File: src/rtl/mem_access_ctrl.sv
// Memory-stage initiator: decodes icode and runs one req/ack data-memory access per instruction.
// Optional address range check is enabled by defining MEM_ACCESS_ADDR_CHECK_EN.
module mem_access_ctrl #(
  parameter int MEM_WORDS   = 1024,
  parameter int TIMEOUT_CYC = 16
) (
  input  logic        clock,
  input  logic        reset_n,
  input  logic        start,
  input  logic [3:0]  icode,
  input  logic [63:0] valA,
  input  logic [63:0] valE,
  input  logic [63:0] valP,
  output logic [63:0] valM,
  output logic        busy,
  output logic        done,
  output logic        timeout,
  output logic        mem_err,
  output logic        mem_req,
  output logic        mem_we,
  output logic [63:0] mem_addr,
  output logic [63:0] mem_wdata,
  input  logic        mem_ack,
  input  logic [63:0] mem_rdata
);

  localparam int CNT_W = $clog2(TIMEOUT_CYC + 1);

  typedef enum logic [1:0] {IDLE, REQ, DONE} state_t;

  state_t           state, state_nxt;
  logic [CNT_W-1:0] cnt;
  logic             dec_access;
  logic             dec_we;
  logic [63:0]      dec_addr;
  logic [63:0]      dec_wdata;
  logic             range_bad;
  logic             accept;
  logic             expire;

  always_comb begin
    dec_access = 1'b1;
    dec_we     = 1'b0;
    dec_addr   = valE;
    dec_wdata  = 64'd0;
    case (icode)
      4'h4: begin dec_we = 1'b1; dec_wdata = valA; end
      4'h5: ;
      4'h8: begin dec_we = 1'b1; dec_wdata = valP; end
      4'h9: dec_addr = valA;
      4'hA: begin dec_we = 1'b1; dec_wdata = valA; end
      4'hB: ;
      default: dec_access = 1'b0;
    endcase
  end

`ifdef MEM_ACCESS_ADDR_CHECK_EN
  logic err_q;

  assign range_bad = (dec_addr >= 64'(MEM_WORDS));

  always_ff @(posedge clock or negedge reset_n) begin
    if (!reset_n)
      err_q <= 1'b0;
    else if (accept)
      err_q <= dec_access && range_bad;
  end

  assign mem_err = err_q;
`else
  assign range_bad = 1'b0;
  assign mem_err   = 1'b0;
`endif

  assign accept = (state == IDLE) && start;
  // Ack on the final allowed cycle takes priority over the abort.
  assign expire = (state == REQ) && !mem_ack && (cnt == CNT_W'(TIMEOUT_CYC - 1));

  always_comb begin
    state_nxt = state;
    busy      = 1'b0;
    done      = 1'b0;
    mem_req   = 1'b0;
    case (state)
      IDLE: begin
        if (start)
          state_nxt = (dec_access && !range_bad) ? REQ : DONE;
      end
      REQ: begin
        busy    = 1'b1;
        mem_req = 1'b1;
        if (mem_ack || expire)
          state_nxt = DONE;
      end
      DONE: begin
        busy      = 1'b1;
        done      = 1'b1;
        state_nxt = IDLE;
      end
      default: state_nxt = IDLE;
    endcase
  end

  always_ff @(posedge clock or negedge reset_n) begin
    if (!reset_n)
      state <= IDLE;
    else
      state <= state_nxt;
  end

  always_ff @(posedge clock or negedge reset_n) begin
    if (!reset_n) begin
      cnt       <= '0;
      timeout   <= 1'b0;
      mem_we    <= 1'b0;
      mem_addr  <= 64'd0;
      mem_wdata <= 64'd0;
      valM      <= 64'd0;
    end else if (accept) begin
      cnt     <= '0;
      timeout <= 1'b0;
      if (dec_access && !range_bad) begin
        mem_we    <= dec_we;
        mem_addr  <= dec_addr;
        mem_wdata <= dec_wdata;
      end
    end else if (state == REQ) begin
      if (mem_ack) begin
        if (!mem_we)
          valM <= mem_rdata;
      end else if (expire) begin
        timeout <= 1'b1;
      end else begin
        cnt <= cnt + 1'b1;
      end
    end
  end

endmodule

File: config.mk
export PLATFORM = sky130hd
export DESIGN_NAME = mem_access_ctrl
export DESIGN_NICKNAME = d
export VERILOG_FILES = /design/src/rtl/mem_access_ctrl.sv
export SDC_FILE = /design/constraint.sdc
export NUM_CORES = 1
export LEC_CHECK = 0
export CORE_AREA = 2 2 179 181
export CTS_CLUSTER_DIAMETER = 30
export CTS_CLUSTER_SIZE = 14
export DETAILED_ROUTE_END_ITERATION = 12
export DIE_AREA = 0 0 181 183
export PLACE_DENSITY = 0.66
export SKIP_CTS_REPAIR_TIMING = 1
export SLEW_MARGIN = 20
export SYNTH_ARGS = -nofsm -noshare
export SYNTH_HDL_FRONTEND = slang
export SYNTH_SLANG_ARGS = --single-unit
File: constraint.sdc
create_clock -name clock -period 2.73 [get_ports clock]
set_input_delay 0.6825 -clock clock [delete_from_list [all_inputs] [get_ports clock]]
set_output_delay 0.6825 -clock clock [all_outputs]
set_load 0.02 [all_outputs]
==> out/metrics.cfg <==
[route]
vias_per_cell = 5.194
antenna_left = 0
drtIter0Drc = 409
drc = 0
dr.pass1.iters = 5
drt-total-wl_um = 36480
vias = 8768
post_drt_wl_per_cell_um = 21.61

[critical_path]
end_kind = output pin
arrival_ns = 1.87
rr_startpoint = cnt[0]$_DFFE_PN0P_
rrSetupSlack_ns = 0.64
start_kind = register
crit_fanout = 3
worstPathRequired_ns = 2.05
r2r_end = cnt[3]$_DFFE_PN0P_
worst_r2r_path_depth = 6
worstSetupPathType = reg -> out

[power_and_ir_drop]
total_power_mw = 17.65
peakVddDrop_mv = 0.6741
p_leak_nw = 6.966
pwr_density_cell_nw_per_um2 = 1023

[timing]
fin_ws_ns = 0.1824
fin_crit_sh = 0.9332
rsz0062_at_grt = false
worst-slew-pin-transition_ns = 0.6611
max_freq_mhz = 392.5
setup_viol = 0
hold_violations = 0
slew_viol_final = 0
maxSlewHeadroom = 0.5532
tns_ns = 0
period_needed_ns = 2.548
skew_ns = 0.01389

[status]
run_status = finished clean

[layout]
fillerInstances = 2685
layout.nets = 1509
syn2layout_area_growth_pct = 68.23
drive_above_1_share = 0.2019
multiInputGateArea_um2 = 4823
seq_area_um2 = 5030

[synthesis]
synth-seq-cells = 201
ys_warn_count = 0
synth_cells = 784
async_flop_share = 1.000
synth_edf_count = 0
ys.flop_type = dfrtp_1
syn_nets = 1053
synth_cell_types = 36
synth.avg_cell_area_um2 = 13.08
ys_seq_area_frac = 0.4903
synth.cell_area_um2 = 10260

[grt]
antenna_found_initial = 3
grt_use_met2 = 0.3648
grtUsageTotal = 0.2124
busiest_layer = met2
first_global_vias = 9140
grt_max_degree = 83
use_met1 = 0.2475
grt_pass1_wl_um = 55240
grt_use_met3 = 0.07407
gr-total-overflow = 0

[die]
io_pins = 462
die-height_um = 183
rows = 65
die_x_um = 181
die_area_um2 = 33120
core_um2 = 31230
initial_core_util = 0.3285

[placed_design]
dp_hpwl_um = 25310
gp_congestion = 0.7933
dp_slack_ns = 0.2129
numPortBuffers = 460

[clock_tree]
cts_buffers = 51
htreeDepth = 2
clockBufferDepth = 3
path_clk_slew_ns = 0.04
clkLatencyLatePin_ns = 0.55
cts_tree = built
cts-root-buf = clkbuf_16
cts_sinks = 201

[worst_hold_path]
hold_class = in -> async

[job]
maxCapViolCount = 0

## where the power goes
part,internal [mW],total (mW),switching (mW)
clock network,4.75,6.67,1.92
registers,4.14,4.78,0.642
logic,3.31,6.20,2.89
total,12.2,17.7,5.46
## area by class of cell
| cell class | count | share of cell area |
|---|---|---|
| Antenna cell | 3 | 0.0004350 |
| Clock buffer | 58 | 0.07779 |
| Clock inverter | 38 | 0.03299 |
| Inverter | 7 | 0.001523 |
| Multi-Input combinational cell | 492 | 0.2795 |
| Sequential cell | 201 | 0.2915 |
| Tap cell | 402 | 0.02915 |
| Timing Repair Buffer | 487 | 0.2872 |
## critical path, stage by stage (launching register included)
cell	delay, ns
dfrtp_1	0.37
inv_1	0.07
ha_1	0.28
clkdlybuf4s50_1	0.61
## Yosys cell counts, drive strengths merged, types with 2 or more instances
library cell / number / area [µm²]
dfrtp: 201 / 5030
mux2: 192 / 2162
nor4bb: 129 / 1291
a211oi: 65 / 488.0
o2bb2ai: 64 / 560.5
clkbuf: 58 / 217.7
buf: 26 / 185.2
inv: 7 / 26.28
o21ai: 6 / 30.02
ha: 5 / 62.56
nor2: 5 / 18.77
nand2: 4 / 15.01
a21oi: 2 / 10.01
nor2b: 2 / 12.51
nor3b: 2 / 20.02
xnor2: 2 / 17.52
## sequential cells by signal, indices dropped and copies added (netlist names)
register / cells
valM: 64
state: 2
cnt: 5
mem_wdata: 64
timeout: 1
mem_addr: 64
mem_we: 1
## logic make-up (layout without fill, tap and decap cells)
family / after synthesis / count (layout) / synth area share
DFF: 201 / 201 / 0.4903
muxes: 192 / 192 / 0.2108
and+or+nand+nor: 151 / 151 / 0.1398
AOI/OAI and AO/OA: 141 / 141 / 0.1092
buffers and inverters: 91 / 590 / 0.04184
adders and majority gates: 5 / 5 / 0.006098
xor gates and xnor gates: 2 / 2 / 0.001708
other: 1 / 4 / 0.0003655
## layout by cell type, fill, tap and decap left out, types with 3 or more instances in the layout
cell               n
a211oi_1          65
buf_12            12
buf_4             18
bufinv_16         13
clkbuf_1           3
clkbuf_16         51
clkbuf_8           5
clkdlybuf4s50_1  455
clkinv_2          17
clkinv_4           3
dfrtp_1          201
diode_2            3
ha_1               5
inv_1              7
mux2_1            65
mux2_2           127
nand2_1            4
nor2_1             5
nor4bb_1         129
o21ai_0            5
o2bb2ai_1         64
## metal layers
metal	routed length [µm]	share of wire	vias up
met4	1126	0.031	0
met2	18010	0.49	362
met5	0	0	-
met1	14070	0.39	4329
met3	3282	0.090	62
li1	-	-	4015
## worst max path at each step
stage | slack, ns | cells after the start | end | start
global placement | 0.25 | 5 | mem_addr[47]$_DFFE_PN0P_ | start
CTS | 0.04 | 3 | mem_req | state[1]$_DFFE_PN0P_
finish | 0.18 | 3 | busy | state[0]$_DFFE_PN0P_
detailed placement | 0.21 | 5 | mem_addr[47]$_DFFE_PN0P_ | start
floorplan | 0.76 | 6 | cnt[3]$_DFFE_PN0P_ | cnt[0]$_DFFE_PN0P_
global route | 0.1 | 3 | busy | state[0]$_DFFE_PN0P_
## per-stage QoR
stage / std cells / utilization / area (µm²) / hold slack (ns)
2_1_floorplan: 784 / - / 10260 / 0.3869
3_3_place_gp: 1589 / 0.4911 / 15340 / 0.4688
3_5_place_dp: 1589 / 0.4911 / 15340 / 0.4724
4_1_cts: 1685 / 0.5523 / 17250 / 0.1549
5_1_grt: 1687 / 0.5525 / 17260 / 0.1559
6_report: 1688 / 0.5526 / 17260 / 0.1270
No activity file was read; power rests on OpenSTA's default activity.
==> edit 1, RTL diff (same settings) <==
Encoding of `state_t`: now one-hot (3 bits for 3 states).
--- a/src/rtl/mem_access_ctrl.sv
+++ b/src/rtl/mem_access_ctrl.sv
@@ -28,3 +28,3 @@
 
-  typedef enum logic [1:0] {IDLE, REQ, DONE} state_t;
+  typedef enum logic [2:0] {IDLE = 3'b001, REQ = 3'b010, DONE = 3'b100} state_t;
 
Behaviour: same outputs for any inputs over 4 cycles, from zero or initial values and one cycle with reset_n low; so few cycles prove little.
==> edit 1 against the unedited design <==
- routed wire length grew 1.1%
- cell area grew 0.65%
- area after synthesis grew 2.6%
- highest routed layer unchanged
- combinational power shrank 6.8%
- total power shrank 6.1%
- sequential share of layout area is essentially flat
- sequential cell count grew 1
- worst setup slack lost 0.085 ns
==> edit 1: results (changes against the unedited design) <==
[run_status]
outcome=completed  ; unchanged

[yosys]
synth_cells=782  ; was 784
synth_fa_ha_area_share_pct=0.238  ; was 0.610%
synth_nets=1048  ; was 1053
yosysUniqueCellTypes=40  ; was 36
synthMuxAreaShare_pct=22.8  ; was 21.1%
synth-compound-area-share_pct=10.7  ; was 10.9%
ys_seq_area_share_pct=48.0  ; was 49.0%
ys_top_cells_by_area=dfrtp_1 48%, mux2_2 14%, nor4bb_1 12%, mux2_4 8.6%, o2bb2ai_1 5.3%  ; was dfrtp_1 49%, mux2_2 14%, nor4bb_1 13%, mux2_1 7.1%, o2bb2ai_1 5.5%

[cells_and_area]
multi_input_gates=491  ; was 492
inverters=5  ; was 7
seq_share_pct=29.1  ; about the same
drive_gt1_share_pct=24.7  ; was 20.2%
bufAreaShareNonClock_pct=28.5  ; was 28.7%
signal_buffers=483  ; was 487
clk_share_pct=10.2  ; was 11.1%
n_fill_cell=2584  ; was 2685

[grt]
grt_pass1_wl_um=56200  ; was 55200 um
grtUsageTotal_pct=21.6  ; was 21.2%
grt_pass1_vias=9222  ; was 9140

[placement]
dpl_cell_area_sq_um=15600  ; was 15300 sq um
hpwl_um=25400  ; was 25300 um
pre_cts_ws_ns=0.136  ; was 0.213 ns
gp_congestion=0.807  ; was 0.793

[sta]
finalCriticalPeriod_ns=2.63  ; was 2.55 ns
fin_skew_ns=0.0325  ; was 0.0139 ns
tightest_slew_ns=0.962  ; was 0.661 ns

[power]
pwr-share-seq_pct=28.2  ; was 27.1%
leakagePower_nw=7.20  ; was 6.97 nW
ir_drop_mv=0.766  ; was 0.674 mV

[worst_setup_path]
r2r_slack_ns=0.48  ; was 0.64 ns
crit_start=state[2]  ; was state[0]
cpPeakStageDelay_ns=0.64  ; was 0.61 ns
cp_max_fo=7  ; was 3
endpoint=done  ; was busy

[clock_network]
cts-buffers-inserted=52  ; was 51

edit 1: changes by cell type in the layout (fill, tap and decap cells not counted), sizes merged, moves of 2 or more:
cell | before | now
bufinv | 13 | 5
o21ai | 6 | 3
nor2 | 5 | 2
clkinv | 22 | 10
clkinvlp | 2 | 8
xnor2 | 2 | 0
a21oi | 2 | 4
ha | 5 | 2
clkbuf | 59 | 71
buf | 30 | 26
nand3 | 1 | 3
edit 1: worst min path at each step:
stage	endpoint	slack [ns]	cells after the start
6_report	valM[55]	0.02	1
5_1_grt	valM[55]	0.02	1
4_1_cts	valM[55]	0.01	1
3_5_place_dp	mem_wdata[11]	0.47	1
3_3_place_gp	cnt[3]	0.46	1
2_1_floorplan	cnt[0]	0.39	0
edit 1: metal layers:
layer  up-vias  GRT usage, %  wire, um
li1       3992             -         -
met1      4355          25.7     14400
met5         -             0         0
met4         0          6.47       802
met2       382          36.6     18200
met3        58          7.84      3450
==> edit 2, RTL diff (config.mk and constraints unchanged) <==
Made on the original files. The option `MEM_ACCESS_ADDR_CHECK_EN` is turned on by a define.
--- a/src/rtl/mem_access_ctrl.sv
+++ b/src/rtl/mem_access_ctrl.sv
@@ -2,2 +2,4 @@
 // Optional address range check is enabled by defining MEM_ACCESS_ADDR_CHECK_EN.
+`define MEM_ACCESS_ADDR_CHECK_EN
+
 module mem_access_ctrl #(
Check against the original RTL: not equivalent (a bounded check fails within 4 cycles, from zero or initial values and one cycle with reset_n low).
==> edit 2 against the unedited design <==
- area after synthesis shrank 16%
- die area is the same
- fmax shrank 4.5%
- global-route usage shrank 4.3 points
- clock skew grew 0.0037 ns
- worst setup slack lost 0.12 ns
- sequential cell count grew 1
- cell area shrank 9.0%
- synthesized cell count shrank 24%
- non-clock buffer count grew 35
- routed wire length shrank 21%
- cell count shrank 7.1%
- highest routed layer unchanged
Power is not compared: it rests on default switching activity, and its combinational part moved more than twofold at a synthesized area within 25%.
==> edit 2: results (changes against the unedited design) <==
[run_status]
outcome=completed  ; unchanged

[worst_setup_path]
endpoint=mem_wdata[59]  ; was busy
critPathSlowestCell=clkdlybuf4s50_1  ; unchanged
rr_worst_depth=8  ; was 6
cp_max_fo=18  ; was 3
cpPeakStageDelay_ns=0.51  ; was 0.61 ns
r2r_slack_ns=0.66  ; was 0.64 ns
cp.arrival_ns=3.07  ; was 1.87 ns
crit_start=valA[11]  ; was state[0]
r2r_start=state[0]  ; was cnt[0]

[sta]
hold_slack_ns=0.0609  ; was 0.127 ns
fin_skew_ns=0.0175  ; was 0.0139 ns
finalCriticalPeriod_ns=2.67  ; was 2.55 ns
slew_headroom_pct=67.6  ; was 55.3%

[cells_and_area]
multi_input_area_sq_um=3390  ; was 4820 sq um
top_regs=mem_addr (64), mem_wdata (64), valM (64)  ; unchanged
multi_input_gates=351  ; was 492
drive_gt1_share_pct=26.3  ; was 20.2%
n_fill_cell=2722  ; was 2685
final-seq-area_sq_um=5050  ; was 5030 sq um
layout.nets=1398  ; was 1509
signal_buffers=522  ; was 487
fin_cells=1568  ; was 1688
bufAreaShareNonClock_pct=33.3  ; was 28.7%
clk_share_pct=9.58  ; was 11.1%
postLayoutCoreUtil_pct=50.3  ; was 55.3%
n_antenna_cell=0  ; was 3

[grt]
grt_pass1_vias=7586  ; was 9140
grt_antenna_before_repair=0  ; was 3
grt_pass1_wl_um=43500  ; was 55200 um
grtUsageTotal_pct=16.9  ; was 21.2%
grt_max_degree=74  ; was 83

[power]
power_mw=9.01

[drt]
routed_wl_um=28700  ; was 36500 um
drt_pass1_iterations=4  ; was 5
viasPerCell=4.51  ; was 5.19
drt-initial-drc-count=197  ; was 409

[placement]
dp_cells=1483  ; was 1589
pre_cts_ws_ns=-0.690  ; was 0.213 ns
hpwl_um=21800  ; was 25300 um
gp_congestion=0.868  ; was 0.793
dpl_cell_area_sq_um=14100  ; was 15300 sq um

[clock_network]
clk_latency_ns=0.52  ; was 0.55 ns
cts.sinks=202  ; was 201
cts-buffers-inserted=45  ; was 51

[min_path]
min_path_type=in2async  ; unchanged

[yosys]
ys_seq_area_share_pct=59.0  ; was 49.0%
ys_top_cells_by_area=dfrtp_1 59%, mux2_2 14%, mux2_4 7.7%, a22o_1 6.7%, nor2b_1 3.9%  ; was dfrtp_1 49%, mux2_2 14%, nor4bb_1 13%, mux2_1 7.1%, o2bb2ai_1 5.5%
synth.avg_cell_area_sq_um=14.5  ; was 13.1 sq um
synth_nets=862  ; was 1053
yosysUniqueCellTypes=35  ; was 36
synthTopCellsByCount=202 x dfrtp_1, 104 x mux2_2, 66 x a22o_1, 54 x nor2b_1, 44 x mux2_4  ; was 201 x dfrtp_1, 129 x nor4bb_1, 127 x mux2_2, 65 x a211oi_1, 65 x mux2_1

-- edit 2: cell count changes in the layout (fill, tap and decap cells not counted), moves of 8 or more --
cell       delta
a211oi_1     -64
mux2_4       +44
mux2_2       -23
nor4_2        +8
a22o_1       +66
buf_4        +32
nor4_1       +18
bufinv_16    -11
nor2b_1      +52
o2bb2ai_1    -64
nor4bb_1    -129
mux2_1       -65
-- edit 2: logic make-up (layout without fill, tap and decap cells) --
| logic type | count (synthesis) | count (layout) | share of synthesized area, % |
|---|---|---|---|
| simple gates | 118 | 118 | 8.43 |
| flops | 202 | 202 | 59.0 |
| buf+inv | 40 | 613 | 2.51 |
| xor+xnor | 3 | 3 | 0.306 |
| fa+ha+maj | 5 | 5 | 0.730 |
| mux | 150 | 150 | 21.6 |
| compound gates | 75 | 75 | 7.47 |
-- edit 2: metal layers --
metal,up-vias,track usage [%],share of wire [%]
met5,-,0,0
met4,0,7.19,3.8
met3,64,6.22,9.2
met2,341,28.6,49
met1,3410,19.5,38
li1,3261,-,-
